### src/rtl/uart_pkt_ctrl.sv
// Packet controller between UART RX/TX and the ALU: loads INS + two operands MSB-first,
// runs the ALU, streams result bytes back. Optional RX timeout under UART_PKT_RX_TIMEOUT_EN.
module uart_pkt_ctrl #(
    parameter int OPND_BYTES  = 2,
    parameter int RES_BYTES   = 2,
    parameter int TIMEOUT_CYC = 100000,
    localparam int OW = (OPND_BYTES > 1) ? $clog2(OPND_BYTES) : 1,
    localparam int RW = (RES_BYTES > 1) ? $clog2(RES_BYTES) : 1
) (
    input  logic          CLK,
    input  logic          RST,
    input  logic          Rx_DV_in,
    input  logic          Tx_Done_in,
    input  logic          c_valid_in,
    output logic          En_out,
    output logic          Load_INS_en_out,
    output logic          Load_a_en_out,
    output logic          Load_b_en_out,
    output logic [OW-1:0] Load_idx_out,
    output logic          Tx_DV_out,
    output logic [RW-1:0] Tx_sel_out,
    output logic          Busy_out,
    output logic          Err_out
);
    localparam int P  = 1 + 2 * OPND_BYTES;
    localparam int CW = $clog2(P);
    localparam logic [CW-1:0] OB_C   = CW'(OPND_BYTES);
    localparam logic [CW-1:0] LAST_C = CW'(P - 1);
    localparam logic [RW-1:0] SLAST  = RW'(RES_BYTES - 1);

    if (OPND_BYTES < 1 || OPND_BYTES > 8 || RES_BYTES < 1 || RES_BYTES > 8 || TIMEOUT_CYC < 2)
    begin : g_bad_param
        $error("uart_pkt_ctrl: illegal parameter value");
    end

    typedef enum logic [2:0] {IDLE, LOAD, EXE, SEND_REQ, SEND_WAIT} state_t;

    state_t        state, nstate;
    logic [CW-1:0] cnt, ncnt;
    logic [RW-1:0] sidx, nsidx;
    logic          ins, lda, ldb;
    logic [OW-1:0] idx;
    logic          abort;

    always_ff @(posedge CLK or negedge RST) begin
        if (!RST) begin
            state <= IDLE;
            cnt   <= '0;
            sidx  <= '0;
        end else begin
            state <= nstate;
            cnt   <= ncnt;
            sidx  <= nsidx;
        end
    end

`ifdef UART_PKT_RX_TIMEOUT_EN
    localparam int TW = $clog2(TIMEOUT_CYC);
    localparam logic [TW-1:0] TLAST = TW'(TIMEOUT_CYC - 1);
    logic [TW-1:0] tcnt;
    logic          err;

    assign abort = (state == LOAD) && !Rx_DV_in && (tcnt == TLAST);

    // Counter only runs while sitting in LOAD with no byte arriving.
    always_ff @(posedge CLK or negedge RST) begin
        if (!RST) begin
            tcnt <= '0;
            err  <= 1'b0;
        end else begin
            err <= abort;
            if (state != LOAD || Rx_DV_in || abort) tcnt <= '0;
            else                                     tcnt <= tcnt + TW'(1);
        end
    end
    assign Err_out = err;
`else
    assign abort   = 1'b0;
    assign Err_out = 1'b0;
`endif

    always_comb begin
        nstate = state;
        ncnt   = cnt;
        nsidx  = sidx;
        ins    = 1'b0;
        lda    = 1'b0;
        ldb    = 1'b0;
        idx    = '0;
        case (state)
            IDLE: if (Rx_DV_in) begin
                ins    = 1'b1;
                ncnt   = CW'(1);
                nstate = LOAD;
            end
            LOAD: begin
                if (Rx_DV_in) begin
                    if (cnt <= OB_C) begin
                        lda = 1'b1;
                        idx = OW'(cnt - CW'(1));
                    end else begin
                        ldb = 1'b1;
                        idx = OW'(cnt - CW'(1) - OB_C);
                    end
                    if (cnt == LAST_C) begin
                        nstate = EXE;
                        ncnt   = '0;
                    end else begin
                        ncnt = cnt + CW'(1);
                    end
                end else if (abort) begin
                    nstate = IDLE;
                    ncnt   = '0;
                end
            end
            EXE: if (c_valid_in) begin
                nsidx  = '0;
                nstate = SEND_REQ;
            end
            SEND_REQ: nstate = SEND_WAIT;
            SEND_WAIT: if (Tx_Done_in) begin
                if (sidx == SLAST) begin
                    nstate = IDLE;
                end else begin
                    nsidx  = sidx + RW'(1);
                    nstate = SEND_REQ;
                end
            end
            default: nstate = IDLE;
        endcase
    end

    // Strobes are combinational from Rx_DV_in; gate them so reset holds every output low.
    assign Load_INS_en_out = ins & RST;
    assign Load_a_en_out   = lda & RST;
    assign Load_b_en_out   = ldb & RST;
    assign Load_idx_out    = idx & {OW{RST}};
    assign En_out          = (state == EXE);
    assign Tx_DV_out       = (state == SEND_REQ);
    assign Tx_sel_out      = sidx;
    assign Busy_out        = (state != IDLE);
endmodule

### config.mk
export PLATFORM = sky130hd
export DESIGN_NAME = uart_pkt_ctrl
export DESIGN_NICKNAME = d
export VERILOG_FILES = /design/src/rtl/uart_pkt_ctrl.sv
export SDC_FILE = /design/constraint.sdc
export NUM_CORES = 1
export LEC_CHECK = 0
export CORE_AREA = 2 2 39 41
export CTS_CLUSTER_DIAMETER = 40
export CTS_CLUSTER_SIZE = 8
export DETAILED_ROUTE_END_ITERATION = 10
export DIE_AREA = 0 0 41 43
export PLACE_DENSITY = 0.63
export SYNTH_ARGS = -nofsm -noshare
export SYNTH_HDL_FRONTEND = slang
export SYNTH_SLANG_ARGS = --single-unit
### constraint.sdc
create_clock -name CLK -period 1.6 [get_ports CLK]
set_clock_uncertainty 0.2 [all_clocks]
set_input_delay 0.24 -clock CLK [delete_from_list [all_inputs] [get_ports CLK]]
set_output_delay 0.24 -clock CLK [all_outputs]
set_load 0.01 [all_outputs]
==> results.toml, run 1 <==
[status]
status = "finished, violations left"
violations = "negative setup slack"

[worst_setup_path]
endpoint_kind = "output port"
critical_path_required_ps = 1160
cp_max_fo = 3
cp.arrival_ps = 1470
critPathLaunchType = "register"
worstSetupPathType = "register to output port"

[place]
place_area_um2 = 719.4
post-place-ws_ps = -692.9
dp_cells = 95
port_buffers = 12
dp_hpwl_um = 908.3
place_congestion = 0.7589

[global_route]
grt_pass1_vias = 460
grt_usage = 0.1689
antenna_found_initial = 0
grt_overflow = 0
grt_pass1_wl_mm = 1.938
grt_max_degree = 10

[synth]
syn_avg_cell_area_um2 = 8.758
synth.area.top_cells = "dfrtp_1, ha_1, nor2_1"
synth_largest_area_cell = "dfrtp_1"
synth-seq-cells = 7
seq_area_frac_synth = 0.3636
syn_area_um2 = 481.7
synth_nets = 63
yosysUniqueCellTypes = 26
ys_warn_count = 0
synth_top_area_frac = 0.3636
syn_inst = 55

[drt]
drtIter0Drc = 6
drt_first_pass_iters = 4
drt_wl_total_mm = 1.205
antenna_left = 0
drc = 0
viasPerCell = 4.829
wire_per_inst_um = 11.48
routed-via-count = 507

[clock_tree]
htreeDepth = 1
clk_path_buf_depth = 2
cts.sinks = 7
cts_tree = "built"
cts_hold_buf = 0
path_clk_slew_ps = 50
clockRootBuffer = "clkbuf_4"
cts_made_buffers = 3
clk_latency_ps = 250

[pwr]
powerDensity_nw_per_um2 = 1323
irDropWorstVdd_mv = 0.5100
leakage_uw = 0.0004048

[timing]
min_period_ps = 1913
hold_viol_final = 0
tns_ps = -1247
finalCritPeriodShare = 1.195
setup_ws_ps = -312.8
max_freq_ghz = 0.5228
rsz0062_at_grt = "yes"
final-setup-viol-count = 8
slew_viol_final = 0

[min_path]
hold_class = "input port to asynchronous set/reset pin"

[die]
die_height_um = 43
rows = 14
core_um2 = 1384
die_w_um = 41
start_util = 0.3481
dieArea_um2 = 1763
io_pins = 14

[finish]
drive_above_1_share = 0.4382
nNetsFinal = 98
fin_area_um2 = 788.3
antenna_cells = 0
fillCellCount = 126
syn_to_final_growth_pct = 63.64
final_common_cell = "buf_4"
final_cells = 105
most-common-layout-cells = "buf_4, dfrtp_1, buf_2"

[job]
timing.max_cap.violations = 0
## power breakdown
group,internal (uW),switching (uW),total (uW),leakage [uW]
registers,229,30.4,259,0.0000878
clock network,95.3,67.1,162,0.0000150
logic,347,274,622,0.000302
## metal layers
layer,share of wire,global-route usage
met1,0.41,0.2072
met2,0.53,0.2594
met3,0.036,0.01571
met4,0.016,0.1200
met5,0,0
## synthesized netlist by cell type, drive strengths merged
cell type,number
nand2,5
ha,3
and2,1
or3b,1
a41oi,1
a21bo,1
nand2b,1
nor2b,2
dfrtp,7
inv,4
nor3b,2
or3,1
o21bai,1
o21ai,4
o221ai,1
buf,4
a211oi,1
nand4b,2
a21oi,4
nand3b,2
conb,1
nor2,6
## worst max-delay path: stages, from the launching register on
cell	delay, ps
dfrtp_1	400
buf_6	130
or3b_4	390
nor3b_4	160
buf_2	150
## cells by family (layout without fill, tap and decap cells)
group,after synthesis,after routing,synth area share
compound gates,13,13,0.1818
buf+inv,8,42,0.09090
other cells,1,1,0.007785
fa+ha+maj,3,3,0.07793
flops,7,7,0.3636
simple gates,23,23,0.2779
## area by class of cell
class | instances | area, um^2 | share of cell area
Multi-Input combinational cell | 40 | 284.0 | 0.3603
Timing Repair Buffer | 34 | 267.8 | 0.3397
Sequential cell | 7 | 175.2 | 0.2222
Clock buffer | 4 | 26.28 | 0.03333
Tap cell | 16 | 20.02 | 0.02540
Inverter | 4 | 15.01 | 0.01905
## per-stage QoR
step / util / hold slack, ps / power, uW
6_report: 0.5696 / 131.7 / 1043
4_1_cts: 0.5570 / 126.0 / 1027
3_3_place_gp: 0.5199 / 338.8 / 801.4
5_1_grt: 0.5696 / 139.1 / 1138
3_5_place_dp: 0.5199 / 360.2 / 812.9
2_1_floorplan: - / -255.6 / 565.2
## final timing paths
kind	end	slack, ps	cells past startpoint	startpoint
setup / recovery	Load_INS_en_out	-310	4	state[2]
hold / removal	Tx_sel_out	130	2	RST
setup reg to reg	cnt[0]	-10	5	state[2]
hold reg to reg	Tx_sel_out	360	2	Tx_sel_out
max in group asynchronous	state[1]	870	3	RST
min in group CLK	Tx_sel_out	360	2	Tx_sel_out
## repair_timing
item                                    in CTS  in global routing
setup buffers                                5                  2
gates resized for setup                     38                  4
endpoints found under the setup margin      10                 10
pin swaps                                    4                  5
hold endpoints to repair                     0                  0
## registers in the layout, indices dropped and copies added (netlist names)
| signal | count |
|---|---|
| state | 3 |
| Tx_sel_out | 1 |
| cnt | 3 |
No activity file was read; power rests on OpenSTA's default activity.
==> run 2, diff against run 1 <==
- ABC_CLOCK_PERIOD_IN_PS: unset -> 1600
- MAX_ROUTING_LAYER: unset -> met4
==> results of run 2 <==
No change in the layout: final DEF, timing and power equal those of run 1.
Main changes from that run: final weighted congestion in routability-driven placement 0.7589 -> 0.7688; overall routing resource usage 0.1689 -> 0.1731
